### src/rtl/rv32i_mc_control_unit.sv
// Multi-cycle RV32I control unit: captures the instruction into IR, sequences
// FETCH/DECODE/EXECUTE/MEM/WB and issues ALU codes, selects and strobes.
module rv32i_mc_control_unit (
  input  logic        clk,
  input  logic        reset,
  input  logic [31:0] instr_code,
  input  logic        taken,
  input  logic        mem_ready,
  output logic [3:0]  ALU_Controls,
  output logic        alu_src_a,
  output logic        alu_src_b,
  output logic [2:0]  imm_sel,
  output logic [2:0]  rf_wd_sel,
  output logic        reg_wr_en,
  output logic        mem_rd_en,
  output logic        mem_wr_en,
  output logic [1:0]  pc_sel,
  output logic        pc_en,
  output logic        illegal_instr
);

  localparam logic [3:0] ALU_ADD = 4'd0, ALU_SUB = 4'd1, ALU_SLL = 4'd2, ALU_SRL = 4'd3,
                         ALU_SRA = 4'd4, ALU_SLT = 4'd5, ALU_SLTU = 4'd6, ALU_XOR = 4'd7,
                         ALU_OR = 4'd8, ALU_AND = 4'd9;
  localparam logic [6:0] OP_R = 7'h33, OP_I = 7'h13, OP_LOAD = 7'h03, OP_STORE = 7'h23,
                         OP_BRANCH = 7'h63, OP_JAL = 7'h6F, OP_JALR = 7'h67,
                         OP_LUI = 7'h37, OP_AUIPC = 7'h17;
  localparam logic [2:0] IMM_I = 3'd0, IMM_S = 3'd1, IMM_B = 3'd2, IMM_U = 3'd3, IMM_J = 3'd4;
  localparam logic [2:0] WD_ALU = 3'd0, WD_MEM = 3'd1, WD_IMM = 3'd2, WD_PCIMM = 3'd3,
                         WD_PC4 = 3'd4;
  localparam logic [31:0] IR_NOP = 32'h0000_0013;

  typedef enum logic [2:0] {S_FETCH, S_DECODE, S_EXECUTE, S_MEM, S_WB} state_t;

  state_t      state_q, state_d;
  logic [31:0] ir_q, ir_d;

  logic [6:0] opcode;
  logic [2:0] funct3;
  logic       f7b5;
  logic       unused_ir;

  assign opcode    = ir_q[6:0];
  assign funct3    = ir_q[14:12];
  assign f7b5      = ir_q[30];
  assign unused_ir = ^{ir_q[31], ir_q[29:15], ir_q[11:7]};

  function automatic logic [3:0] alu_from_funct(input logic [2:0] f3, input logic alt);
    case (f3)
      3'b000:  return alt ? ALU_SUB : ALU_ADD;
      3'b001:  return ALU_SLL;
      3'b010:  return ALU_SLT;
      3'b011:  return ALU_SLTU;
      3'b100:  return ALU_XOR;
      3'b101:  return alt ? ALU_SRA : ALU_SRL;
      3'b110:  return ALU_OR;
      default: return ALU_AND;
    endcase
  endfunction

  logic       is_load, is_store, is_branch, is_jal, is_jalr, legal;
  logic [3:0] dec_alu;
  logic       dec_src_a, dec_src_b;
  logic [2:0] dec_imm, dec_wd;

  always_comb begin
    is_load   = 1'b0;
    is_store  = 1'b0;
    is_branch = 1'b0;
    is_jal    = 1'b0;
    is_jalr   = 1'b0;
    legal     = 1'b1;
    dec_alu   = ALU_ADD;
    dec_src_a = 1'b0;
    dec_src_b = 1'b0;
    dec_imm   = IMM_I;
    dec_wd    = WD_ALU;
    case (opcode)
      OP_R: begin
        dec_alu = alu_from_funct(funct3, f7b5);
        if (f7b5 && funct3 != 3'b000 && funct3 != 3'b101) legal = 1'b0;
      end
      OP_I: begin
        // funct7[5] only distinguishes SRAI from SRLI; ADDI never becomes SUB
        dec_alu   = alu_from_funct(funct3, f7b5 && funct3 == 3'b101);
        dec_src_b = 1'b1;
      end
      OP_LOAD: begin
        is_load   = 1'b1;
        dec_src_b = 1'b1;
        dec_wd    = WD_MEM;
      end
      OP_STORE: begin
        is_store  = 1'b1;
        dec_src_b = 1'b1;
        dec_imm   = IMM_S;
      end
      OP_BRANCH: begin
        is_branch = 1'b1;
        dec_alu   = {1'b0, funct3};
        dec_imm   = IMM_B;
        if (funct3[2:1] == 2'b01) legal = 1'b0;
      end
      OP_JAL: begin
        is_jal    = 1'b1;
        dec_src_a = 1'b1;
        dec_src_b = 1'b1;
        dec_imm   = IMM_J;
        dec_wd    = WD_PC4;
      end
      OP_JALR: begin
        is_jalr   = 1'b1;
        dec_src_b = 1'b1;
        dec_wd    = WD_PC4;
      end
      OP_LUI: begin
        dec_src_b = 1'b1;
        dec_imm   = IMM_U;
        dec_wd    = WD_IMM;
      end
      OP_AUIPC: begin
        dec_src_a = 1'b1;
        dec_src_b = 1'b1;
        dec_imm   = IMM_U;
        dec_wd    = WD_PCIMM;
      end
      default: legal = 1'b0;
    endcase
    if (!legal) begin
      dec_alu   = ALU_ADD;
      dec_src_a = 1'b0;
      dec_src_b = 1'b0;
      dec_imm   = IMM_I;
      dec_wd    = WD_ALU;
    end
  end

  logic       rw_c, rd_c, wr_c, pe_c, il_c;
  logic [1:0] ps_c;

  always_comb begin
    state_d = state_q;
    ir_d    = ir_q;
    rw_c    = 1'b0;
    rd_c    = 1'b0;
    wr_c    = 1'b0;
    pe_c    = 1'b0;
    il_c    = 1'b0;
    ps_c    = 2'd0;
    case (state_q)
      S_FETCH: begin
        ir_d    = instr_code;
        state_d = S_DECODE;
      end
      S_DECODE: begin
        if (!legal) begin
          il_c    = 1'b1;
          pe_c    = 1'b1;
          state_d = S_FETCH;
        end else begin
          state_d = S_EXECUTE;
        end
      end
      S_EXECUTE: begin
        if (is_load || is_store) begin
          state_d = S_MEM;
        end else begin
          rw_c    = !is_branch;
          pe_c    = 1'b1;
          if (is_jalr)        ps_c = 2'd2;
          else if (is_jal)    ps_c = 2'd1;
          else if (is_branch) ps_c = {1'b0, taken};
          state_d = S_FETCH;
        end
      end
      S_MEM: begin
        rd_c = is_load;
        wr_c = is_store;
        pe_c = is_store && mem_ready;
        if (mem_ready) state_d = is_load ? S_WB : S_FETCH;
      end
      S_WB: begin
        rw_c    = 1'b1;
        pe_c    = 1'b1;
        state_d = S_FETCH;
      end
      default: state_d = S_FETCH;
    endcase
  end

  always_ff @(posedge clk or posedge reset) begin
    if (reset) begin
      state_q <= S_FETCH;
      ir_q    <= IR_NOP;
    end else begin
      state_q <= state_d;
      ir_q    <= ir_d;
    end
  end

  // Outputs are forced quiet while reset is held so nothing escapes mid-instruction
  assign ALU_Controls  = reset ? 4'd0 : dec_alu;
  assign alu_src_a     = !reset && dec_src_a;
  assign alu_src_b     = !reset && dec_src_b;
  assign imm_sel       = reset ? 3'd0 : dec_imm;
  assign rf_wd_sel     = reset ? 3'd0 : dec_wd;
  assign reg_wr_en     = !reset && rw_c;
  assign mem_rd_en     = !reset && rd_c;
  assign mem_wr_en     = !reset && wr_c;
  assign pc_en         = !reset && pe_c;
  assign pc_sel        = reset ? 2'd0 : ps_c;
  assign illegal_instr = !reset && il_c;

endmodule
### config.mk
export PLATFORM = sky130hd
export DESIGN_NAME = rv32i_mc_control_unit
export DESIGN_NICKNAME = d
export VERILOG_FILES = /design/src/rtl/rv32i_mc_control_unit.sv
export SDC_FILE = /design/constraint.sdc
export NUM_CORES = 1
export LEC_CHECK = 0
export BUFFER_PORTS_ARGS = -buffer_cell sky130_fd_sc_hd__buf_4
export CAP_MARGIN = 20
export CORE_MARGIN = 1.5
export CORE_UTILIZATION = 40
export CTS_CLUSTER_DIAMETER = 120
export DETAILED_ROUTE_END_ITERATION = 10
export PLACE_DENSITY = 0.82
export SLEW_MARGIN = 10
export SYNTH_ARGS = -nofsm -noshare
export SYNTH_HDL_FRONTEND = slang
export SYNTH_SLANG_ARGS = --single-unit
### constraint.sdc
create_clock -name clk -period 1.67 [get_ports clk]
set_input_delay 0.167 -clock clk [delete_from_list [all_inputs] [get_ports clk]]
set_output_delay 0.167 -clock clk [all_outputs]
set_load 0.1 [all_outputs]
==> results of run 1 <==
==> sequential cells by signal, summed over array words and instances (netlist names) <==
register and count:
ir_q 11, state_q 3
==> critical path, stage by stage (launching register included) <==
cell	delay, ns
sky130_fd_sc_hd__dfstp_2	0.60
sky130_fd_sc_hd__nor3b_4	0.25
sky130_fd_sc_hd__a221o_1	0.26
sky130_fd_sc_hd__nand2_1	0.09
sky130_fd_sc_hd__a211o_1	0.38
sky130_fd_sc_hd__a311oi_4	0.29
sky130_fd_sc_hd__buf_12	0.22
==> timing repair <==
item                                    4_1_cts  5_1_grt
endpoints found under the setup margin       20       20
endpoints found under the hold margin         6        0
pin swaps                                     8       14
resized for setup                            75       10
gates cloned                                  0        0
hold buffers                                  1        0
setup buffers                                 5        4
==> logic make-up after synthesis <==
logic type	share of synthesized area, %
AOI/OAI and AO/OA	20.0
xor gates and xnor gates	0.832
buffers and inverters	5.82
DFF	33.6
muxes	9.50
and+or+nand+nor	30.3
==> Yosys cell counts <==
master / instances
sky130_fd_sc_hd__buf_2: 4
sky130_fd_sc_hd__a221oi_1: 2
sky130_fd_sc_hd__nor3_1: 10
sky130_fd_sc_hd__o21ai_0: 7
sky130_fd_sc_hd__a221o_1: 1
sky130_fd_sc_hd__and3_1: 2
sky130_fd_sc_hd__a21oi_1: 5
sky130_fd_sc_hd__a21o_1: 1
sky130_fd_sc_hd__or4_4: 1
sky130_fd_sc_hd__inv_1: 8
sky130_fd_sc_hd__a31oi_1: 3
sky130_fd_sc_hd__nand2b_1: 4
sky130_fd_sc_hd__dfrtp_1: 11
sky130_fd_sc_hd__nor4_2: 1
sky130_fd_sc_hd__nand3_1: 5
sky130_fd_sc_hd__o32ai_1: 1
sky130_fd_sc_hd__nand2_1: 12
sky130_fd_sc_hd__a211o_1: 1
sky130_fd_sc_hd__a22oi_1: 1
sky130_fd_sc_hd__a211oi_1: 2
sky130_fd_sc_hd__xnor2_1: 1
sky130_fd_sc_hd__and2_1: 2
sky130_fd_sc_hd__a311oi_2: 1
sky130_fd_sc_hd__mux2i_1: 1
sky130_fd_sc_hd__or2_2: 1
sky130_fd_sc_hd__and2b_1: 2
sky130_fd_sc_hd__o211ai_1: 1
sky130_fd_sc_hd__nand4bb_4: 1
sky130_fd_sc_hd__o31ai_1: 1
sky130_fd_sc_hd__clkbuf_1: 3
sky130_fd_sc_hd__a32oi_1: 2
sky130_fd_sc_hd__a31o_2: 1
sky130_fd_sc_hd__mux2_2: 8
sky130_fd_sc_hd__or3_4: 1
sky130_fd_sc_hd__nand2_2: 2
sky130_fd_sc_hd__nor3b_1: 2
sky130_fd_sc_hd__nor2_1: 10
sky130_fd_sc_hd__dfstp_2: 3
==> final timing paths <==
path	startpoint	endpoint	depth (start not counted)
worst max-delay path	ir_q[4]	ALU_Controls[2]	6
worst min-delay path	instr_code[5]	ir_q[5]	3
worst min register to register	ir_q[2]	ir_q[2]	1
min in group asynchronous	reset	ir_q[5]	4
worst max register to register	ir_q[4]	state_q[1]	6
max in group asynchronous	reset	ir_q[0]	4
==> layout by cell type, fill, tap and decap left out, types with 2 or more instances in the layout <==
cell type,instances
sky130_fd_sc_hd__nand2_2,3
sky130_fd_sc_hd__nand2_1,8
sky130_fd_sc_hd__nand2b_1,3
sky130_fd_sc_hd__and3_4,2
sky130_fd_sc_hd__a32oi_1,2
sky130_fd_sc_hd__buf_12,17
sky130_fd_sc_hd__a21oi_1,4
sky130_fd_sc_hd__nand3_1,4
sky130_fd_sc_hd__nor3_1,2
sky130_fd_sc_hd__a31oi_1,3
sky130_fd_sc_hd__buf_4,47
sky130_fd_sc_hd__clkbuf_4,3
sky130_fd_sc_hd__o21ai_0,6
sky130_fd_sc_hd__inv_1,7
sky130_fd_sc_hd__mux2_2,8
sky130_fd_sc_hd__dfrtp_2,2
sky130_fd_sc_hd__buf_6,9
sky130_fd_sc_hd__dfstp_2,3
sky130_fd_sc_hd__nor3_2,2
sky130_fd_sc_hd__nand2_4,3
sky130_fd_sc_hd__nor2_4,6
sky130_fd_sc_hd__and2_1,2
sky130_fd_sc_hd__nor2_1,3
sky130_fd_sc_hd__nor3_4,6
sky130_fd_sc_hd__dfrtp_1,9
==> metal layers <==
metal,up-vias,wire (um),global-route usage (%)
li1,598,-,-
met5,-,0,0
met3,28,505,2.73
met4,0,198,16.7
met1,683,1890,40.2
met2,119,2430,52.8
==> where the power goes <==
part | switching (mW) | leakage (nW) | internal, mW | total (mW)
clock | 0.102 | 0.0150 | 0.0926 | 0.194
sequential | 0.218 | 0.163 | 0.537 | 0.754
combinational | 1.51 | 0.763 | 1.18 | 2.69
==> through the flow <==
| step | util, % | worst slack, ns | TNS, ns |
|---|---|---|---|
| 6_report | 88.8 | -0.861 | -12.25 |
| 5_1_grt | 88.8 | -0.887 | -13.17 |
| 4_1_cts | 86.5 | -0.680 | -10.42 |
| 3_5_place_dp | 71.1 | -0.455 | -6.24 |
| 3_3_place_gp | 71.1 | -0.416 | -5.55 |
| 2_1_floorplan | - | -0.861 | -10.56 |
==> layout make-up <==
class	instances	area share (%)
Tap cell	30	1.71
Multi-Input combinational cell	96	42.1
Sequential cell	14	16.2
Timing Repair Buffer	75	37.2
Clock buffer	4	1.19
Inverter	8	1.53
==> out/results.md, run 1 <==
## Timing
• true — setup repair after global routing missed its margin
• 20 — number of setup violations in the final report
• 0.449 ns — slew of the pin with the lowest slew margin
• 70.0% — Slew headroom
• 0 — Max Slew Vio Count
• 0.0860 ns — hold slack
• -0.861 ns — post-route setup slack
• 152% — final worst path period share
• 0.0101 ns — Clock Skew
• 2.53 ns — final critical path time including I/O delays and setup
• 0 — count of endpoints failing hold in the final timing report
• 0.395 GHz — FMAX

## Die
• 0.00295 mm2 — total die area
• 0.00248 mm2 — floorplan core area
• 54.3 um — floorplan die height
• 54.3 um — width of the die
• 42.5% — starting utilization of the core area
• 55 — num ports
• 18 — number of placement rows

## Status
• negative setup slack — violations in the final reports
• finished with violations — outcome

## Min path
• input pin to flop — path category of the worst min-delay check

## CTS
• 14 — TritonCTS sink count
• yes — TritonCTS clock tree
• 2 — maximum count of clock buffers along a single path
• 0.08 ns — clock-pin transition on the worst setup and hold timing paths
• sky130_fd_sc_hd__clkbuf_4 — CTS Root Buffer Type
• 3 — number of buffers created by CTS
• 0.28 ns — clock network latency to the later pin of the worst-skew pair
• 1 — maximum level of the CTS H-tree

## Yosys
• 14 — post-synthesis register bit count
• 125 — post-synthesis instance total
• 161 — Post-Syn Nets
• 8.43 um2 — Post-Syn Area per Cell
• sky130_fd_sc_hd__dfrtp_1, sky130_fd_sc_hd__mux2_2, sky130_fd_sc_hd__dfstp_2, sky130_fd_sc_hd__nor3_1, sky130_fd_sc_hd__nand2_1 — largest cells by area after synthesis
• 0 — number of warning messages in the yosys log
• 26.1% — area share of the largest cell type after synthesis
• sky130_fd_sc_hd__dfrtp_1 — biggest area consumer among synthesized cells
• 38 — number of distinct standard cells referenced by the synthesized netlist
• 33.6% — post-synthesis sequential area ratio
• 0.00105 mm2 — Cell Area, Synth

## Power and ir drop
• 1650 mW/mm2 — Pwr per Cell Area
• 3.64 mW — total power draw
• 1.40 mV — largest voltage drop on the vdd net
• 0.941 nW — leakage power figure

## Global route
• 1342 — vias in the first global route
• 0 — overall overflow remaining after global route
• 15 — maximum number of pins on one net before global-route repair
• 31.6% — total routing usage reported by global routing
• 0 — initial antenna violation count
• 6.63 mm — first-pass GRT wire length

## Critical path
• 2.36 ns — Worst EP arrival
• output port — CP endpoint kind
• 1.50 ns — critical path required time
• flop to output port — Critical Setup Path Class
• -0.20 ns — slack of the worst reg-to-reg path
• flop — Critical Path Start Type
• 8 — largest fanout on the critical path

## Cells and area
• 927 um2 — Multi-input gate area
• 227 — number of cells in the finished layout apart from fillers
• 0 — Diodes inserted
• 357 um2 — area occupied by registers
• 66.5% — fraction of final layout cells sized beyond drive strength 1
• 234 — # nets final
• 98 — Filler cells
• 109% — post-synthesis to final-layout area growth
• 0.00220 mm2 — post-route cell area

## Routing
• 1428 — vias post-DR
• 4 — First-pass DRT Iterations
• 6.29 — via/cell ratio
• 0 — number of remaining DRC errors
• 0 — Antenna Violating Nets Remaining
• 5.03 mm — total length of routed wires
• 22.1 um — average wire per cell in the routed design
• 103 — initial detailed-routing violation count

## Placed design
• 33 — Port Buffers
• 2.47 mm — post-detail-place hpwl
• 0.873 — GP Congestion
• 0.00176 mm2 — total cell area at the placement stage
• 214 — Placed Cells incl. Taps

## Job
• 0 — Max Cap Violations

No activity file was read; power rests on OpenSTA's default activity.
==> inputs of run 2 (changes only) <==
- CORE_ASPECT_RATIO: default -> 1.5
==> out/results.md, run 2 (same netlist as run 1, synthesis figures left out) <==
## CTS
• 0.09 ns — clock-pin transition on the worst setup and hold timing paths, about the same
• yes — TritonCTS clock tree
• sky130_fd_sc_hd__clkbuf_4 — CTS Root Buffer Type
• 14 — TritonCTS sink count, unchanged
• 0.30 ns — clock network latency to the later pin of the worst-skew pair, +0.02 ns
• 1 — maximum level of the CTS H-tree, unchanged
• 3 — number of buffers created by CTS, unchanged
• 2 — maximum count of clock buffers along a single path, unchanged

## Die
• 42.5% — starting utilization of the core area, unchanged
• 44.9 um — width of the die, -17%
• 0.00248 mm2 — floorplan core area, unchanged
• 0.00296 mm2 — total die area, +0.21%
• 22 — number of placement rows, +4
• 55 — num ports, unchanged
• 65.9 um — floorplan die height, +21%

## Critical path
• flop — Critical Path Start Type
• ir_q[4] — worst flop-to-flop path startpoint
• 2.32 ns — Worst EP arrival, -0.04 ns
• ir_q[6] — startpoint of the worst setup timing path
• a211oi_1 -> o211ai_1 -> a31o_4 -> a211o_1 -> a311oi_4 -> buf_12 — CP cell instances
• 0.50 ns — worst stage delay on the critical path, -0.10 ns
• 7 — largest fanout on the critical path, -1
• flop to output port — Critical Setup Path Class
• sky130_fd_sc_hd__dfrtp_2 — cell with the largest stage delay on the worst path
• output port — CP endpoint kind
• 6 — R2R depth, unchanged
• state_q[1] — worst flop-to-flop path endpoint
• 1.50 ns — critical path required time, about the same
• -0.14 ns — slack of the worst reg-to-reg path, +0.06 ns

## Cells and area
• 11 — Largest register FFs, unchanged
• 92.4% — Final Core Density, +3.6 points
• 237 — # nets final, +1.3%
• 70.0% — fraction of final layout cells sized beyond drive strength 1, +3.5 points
• 0.00229 mm2 — post-route cell area, +4.0%
• 0 — Diodes inserted, unchanged
• 71 — Filler cells, -28%
• ir_q (11), state_q (3) — largest registers ranked by flip-flop count
• sky130_fd_sc_hd__buf_4 — most common cell after layout, fill and taps aside
• ir_q — Most flops, register
• 357 um2 — area occupied by registers, unchanged
• 117% — post-synthesis to final-layout area growth
• 966 um2 — Multi-input gate area, +4.2%
• sky130_fd_sc_hd__buf_4, sky130_fd_sc_hd__buf_12, sky130_fd_sc_hd__nand2_1, sky130_fd_sc_hd__dfrtp_1, sky130_fd_sc_hd__buf_6 — commonest cells after routing, fill and taps aside
• 224 — number of cells in the finished layout apart from fillers, -1.3%

## Timing
• -0.814 ns — post-route setup slack, +0.0462 ns
• 0.419 ns — slew of the pin with the lowest slew margin, -0.0301 ns
• 0.00997 ns — Clock Skew, -0.000171 ns
• 0 — count of endpoints failing hold in the final timing report, unchanged
• true — setup repair after global routing missed its margin
• 72.1% — Slew headroom, +2.1 points
• 0.403 GHz — FMAX, +1.9%
• 149% — final worst path period share, -2.8 points
• 22 — number of setup violations in the final report, +10%
• 0 — Max Slew Vio Count, unchanged
• 2.48 ns — final critical path time including I/O delays and setup, -0.0462 ns

## Routing
• 1503 — vias post-DR, +5.3%
• 4 — First-pass DRT Iterations, unchanged
• 0 — Antenna Violating Nets Remaining, unchanged
• 108 — initial detailed-routing violation count, +4.9%
• 6.71 — via/cell ratio, +6.7%
• 6.11 mm — total length of routed wires, +22%
• 0 — number of remaining DRC errors, unchanged
• 27.3 um — average wire per cell in the routed design, +23%

## Placed design
• 3.01 mm — post-detail-place hpwl, +22%
• 211 — Placed Cells incl. Taps, -1.4%
• 0.798 — GP Congestion, -8.6%
• -0.510 ns — worst setup slack after placement, -0.0547 ns
• 33 — Port Buffers, unchanged
• 0.00179 mm2 — total cell area at the placement stage, +1.6%

## Min path
• 3 — worst hold stages, unchanged
• ir_q[30] — Hold Path Sink
• input pin to flop — path category of the worst min-delay check
• instr_code[30] — startpoint of the tightest hold check path

## Global route
• 39.0% — total routing usage reported by global routing, +7.4 points
• 8.05 mm — first-pass GRT wire length, +21%
• 1538 — vias in the first global route, +15%
• 0 — initial antenna violation count, unchanged
• 0 — overall overflow remaining after global route, unchanged
• 15 — maximum number of pins on one net before global-route repair, unchanged

## Power and ir drop
• 6.7% — clock share of power, +1.4 points
• 1.38 mV — largest voltage drop on the vdd net, -1.1%
• 3.87 mW — total power draw, +6.3%
• 1.96 mW — net switching power of the design, +7.2%
• 1.91 mW — Power Internal, +5.4%
• 50.7% — switching power as a share of total power, +0.42 points
• 19.7% — Seq pwr share, -1.0 points
• 1690 mW/mm2 — Pwr per Cell Area, +2.2%
• 0.982 nW — leakage power figure, +4.3%
• 73.7% — Logic pwr share, -0.2 points

## Status
• finished with violations — outcome
• negative setup slack — violations in the final reports

## Job
• 0 — Max Cap Violations, unchanged

run 2: cell types whose count changed in the layout (fill, tap and decap cells not counted), sizes merged:
| cell | previous run | this run |
|---|---|---|
| buf | 74 | 77 |
run 2: worst max-delay path, delay by kind of cell (launching register included):
| family | cells | cell delay, ns |
|---|---|---|
| DFF | 1 | 0.50 |
| AOI/OAI and AO/OA | 5 | 1.29 |
| buffers and inverters | 1 | 0.22 |
run 2: area by class of cell:
type                       count  share of cell area [%]
clock buffer                   4                    1.58
inverter                       8                    1.48
multi-input combinational     96                    42.2
sequential                    14                    15.6
tap                           24                    1.31
timing repair buffer          78                    37.9
run 2: how the worst max path moves through the flow:
stage	to	cells past startpoint
after floorplan	ALU_Controls[2]	5
after global placement	pc_en	6
after detailed placement	ALU_Controls[1]	7
after CTS	ALU_Controls[1]	7
after global routing	ALU_Controls[2]	6
final	ALU_Controls[2]	6
run 2: metal layers:
metal	track usage, %	routed length (um)	vias to the layer above
li1	-	-	607
met1	37.5	1780	709
met2	73.4	3310	140
met3	7.38	543	47
met4	21.7	472	0
met5	0	0	-
run 2: stage by stage:
step,hold slack [ns],setup TNS (ns)
2_1_floorplan,0.111,-10.56
3_3_place_gp,0.248,-5.38
3_5_place_dp,0.253,-6.65
4_1_cts,0.0793,-10.73
5_1_grt,0.105,-14.08
6_report,0.0920,-12.46
run 2: timing repair:
action                                  CTS  global route
setup buffers                             3             7
hold buffers                              1             0
gates cloned                              0             0
gates resized for setup                  74            19
endpoints found under the setup margin   21            21
hold endpoints to repair                 11             0
pin swaps                                 8            13
run 2: power by group through the flow:
stage	clock (mW)	combinational (mW)	sequential [mW]
final	0.258	2.85	0.761
after global placement	0	2.03	0.692
after global routing	0.267	2.95	0.763
after detailed placement	0	2.14	0.711
after floorplan	0	1.40	0.677
after CTS	0.256	2.39	0.711
==> inputs of run 3 (changes only) <==
- CORE_UTILIZATION: 40 -> 42
- CTS_BUF_LIST: default -> sky130_fd_sc_hd__clkbuf_2 sky130_fd_sc_hd__clkbuf_4 sky130_fd_sc_hd__clkbuf_8
- PLACE_DENSITY: 0.82 -> 0.85
==> out/results.md, run 3 (same netlist as run 1, synthesis figures left out) <==
## Routing
• 0 — Antenna Violating Nets Remaining, unchanged
• 6.59 — via/cell ratio, -1.8%
• 5.98 mm — total length of routed wires, -2.0%
• 4 — First-pass DRT Iterations, unchanged
• 84 — initial detailed-routing violation count, -22%
• 26.6 um — average wire per cell in the routed design, -2.5%
• 0 — number of remaining DRC errors, unchanged
• 1483 — vias post-DR, -1.3%

## CTS
• 3 — number of buffers created by CTS, unchanged
• 14 — TritonCTS sink count, unchanged
• yes — TritonCTS clock tree
• 1 — maximum level of the CTS H-tree, unchanged
• 0.30 ns — clock network latency to the later pin of the worst-skew pair, about the same
• 0.09 ns — clock-pin transition on the worst setup and hold timing paths, about the same
• sky130_fd_sc_hd__clkbuf_4 — CTS Root Buffer Type
• 2 — maximum count of clock buffers along a single path, unchanged

## Power and ir drop
• 51.0% — switching power as a share of total power, +0.34 points
• 6.0% — clock share of power, -0.7 points
• 73.9% — Logic pwr share, +0.2 points
• 1.95 mW — net switching power of the design, -0.67%
• 20.1% — Seq pwr share, +0.4 points
• 3.82 mW — total power draw, -1.3%
• 0.981 nW — leakage power figure, -0.11%
• 1.87 mW — Power Internal, -2.0%
• 1670 mW/mm2 — Pwr per Cell Area, -1.1%
• 1.56 mV — largest voltage drop on the vdd net, +13%

## Global route
• 15 — maximum number of pins on one net before global-route repair, unchanged
• 39.7% — total routing usage reported by global routing, +0.67 points
• 7.98 mm — first-pass GRT wire length, -0.86%
• 1458 — vias in the first global route, -5.2%
• 0 — overall overflow remaining after global route, unchanged
• 0 — initial antenna violation count, unchanged

## Timing
• 154% — final worst path period share, +5.7 points
• 64.2% — Slew headroom, -7.9 points
• 0.535 ns — slew of the pin with the lowest slew margin, +0.117 ns
• -0.910 ns — post-route setup slack, -0.0951 ns
• -12.85 ns — setup tns final, -0.394 ns
• 2.58 ns — final critical path time including I/O delays and setup, +0.0951 ns
• 21 — number of setup violations in the final report, -4.5%
• true — setup repair after global routing missed its margin
• 0.00792 ns — Clock Skew, -0.00205 ns
• 0.388 GHz — FMAX, -3.7%
• 0 — count of endpoints failing hold in the final timing report, unchanged
• 0 — Max Slew Vio Count, unchanged

## Placed design
• -0.523 ns — worst setup slack after placement, -0.0131 ns
• 2.57 mm — post-detail-place hpwl, -15%
• 0.930 — GP Congestion, +17%
• 33 — Port Buffers, unchanged

## Status
• finished with violations — outcome
• negative setup slack — violations in the final reports

## Cells and area
• ir_q (11), state_q (3) — largest registers ranked by flip-flop count
• sky130_fd_sc_hd__buf_4, sky130_fd_sc_hd__buf_12, sky130_fd_sc_hd__buf_6 — commonest cells after routing, fill and taps aside
• 117% — post-synthesis to final-layout area growth
• ir_q — Most flops, register
• 71.1% — fraction of final layout cells sized beyond drive strength 1, +1.1 points
• sky130_fd_sc_hd__buf_4 — most common cell after layout, fill and taps aside
• 11 — Largest register FFs, unchanged
• 238 — # nets final, +0.42%
• 0 — Diodes inserted, unchanged

## Critical path
• 1.50 ns — critical path required time, about the same
• 5 — largest fanout on the critical path, -2
• output port — CP endpoint kind
• 2.41 ns — Worst EP arrival, +0.09 ns
• flop to output port — Critical Setup Path Class
• 6 — R2R depth, unchanged
• flop — Critical Path Start Type

## Job
• 0 — Max Cap Violations, unchanged

## Min path
• input pin to flop — path category of the worst min-delay check
• 3 — worst hold stages, unchanged

## Die
• 55 — num ports, unchanged
• 0.00282 mm2 — total die area, -4.5%
• 43.9 um — width of the die, -2.2%
• 0.00242 mm2 — floorplan core area, -2.2%
• 22 — number of placement rows, unchanged
• 43.5% — starting utilization of the core area, +0.97 points
• 64.3 um — floorplan die height, -2.3%

[run 3: changes by cell type in the layout (fill, tap and decap cells not counted), sizes merged]
cell / previous run / this run
buf: 77 / 78
[run 3: what timing repair did]
| action | 4_1_cts | 5_1_grt |
|---|---|---|
| pin swaps | 12 | 13 |
| buffers inserted | 7 | 5 |
| hold buffers | 1 | 0 |
| resized for setup | 80 | 14 |
| gates cloned | 0 | 0 |
| hold endpoints to repair | 11 | 0 |
| endpoints found under the setup margin | 20 | 21 |
[run 3: final timing paths]
kind / from / slack [ns] / end
max: ir_q[4] / -0.91 / ALU_Controls[2]
min: instr_code[12] / 0.06 / ir_q[12]
max reg2reg: ir_q[4] / -0.18 / state_q[1]
min reg2reg: state_q[2] / 0.61 / state_q[0]
max in group asynchronous: reset / 0.50 / ir_q[3]
min in group asynchronous: reset / 0.17 / ir_q[4]
[run 3: through the flow]
step,std cells,utilization (%),hold WS (ns),area [um2]
3_3_place_gp,209,73.2,0.279,1770
5_1_grt,225,94.3,0.0714,2280
3_5_place_dp,209,73.2,0.287,1770
6_report,225,94.3,0.0631,2280
4_1_cts,220,90.5,0.0635,2190
2_1_floorplan,125,-,0.111,1260
[run 3: power by group through the flow]
stage	clock network, mW	logic (mW)	registers [mW]
after floorplan	0	1.40	0.677
after global placement	0	2.00	0.699
after detailed placement	0	2.08	0.705
after CTS	0.228	2.38	0.722
after global routing	0.248	2.89	0.783
final	0.230	2.82	0.767
[run 3: routing by layer]
layer | global-route usage, % | share of wire (%)
met5 | 0 | 0
met4 | 22.7 | 6.6
met3 | 3.95 | 8.7
met2 | 66.9 | 51
met1 | 47.1 | 34
[run 3: worst max-delay path, cell delays in order (launching register included)]
cell and delay [ns]:
sky130_fd_sc_hd__dfstp_2 0.58, sky130_fd_sc_hd__nor3b_4 0.23, sky130_fd_sc_hd__a221o_1 0.22, sky130_fd_sc_hd__nand2_1 0.11
sky130_fd_sc_hd__a211o_4 0.37, sky130_fd_sc_hd__a311oi_4 0.38, sky130_fd_sc_hd__buf_12 0.22
[run 3: cell type report]
| class | count | area (um2) |
|---|---|---|
| timing repair buffer | 79 | 875 |
| fill | 71 | 139 |
| multi-input combinational | 96 | 958 |
| sequential | 14 | 357 |
| inverter | 8 | 33.8 |
| clock buffer | 4 | 30.0 |
| tap | 24 | 30.0 |
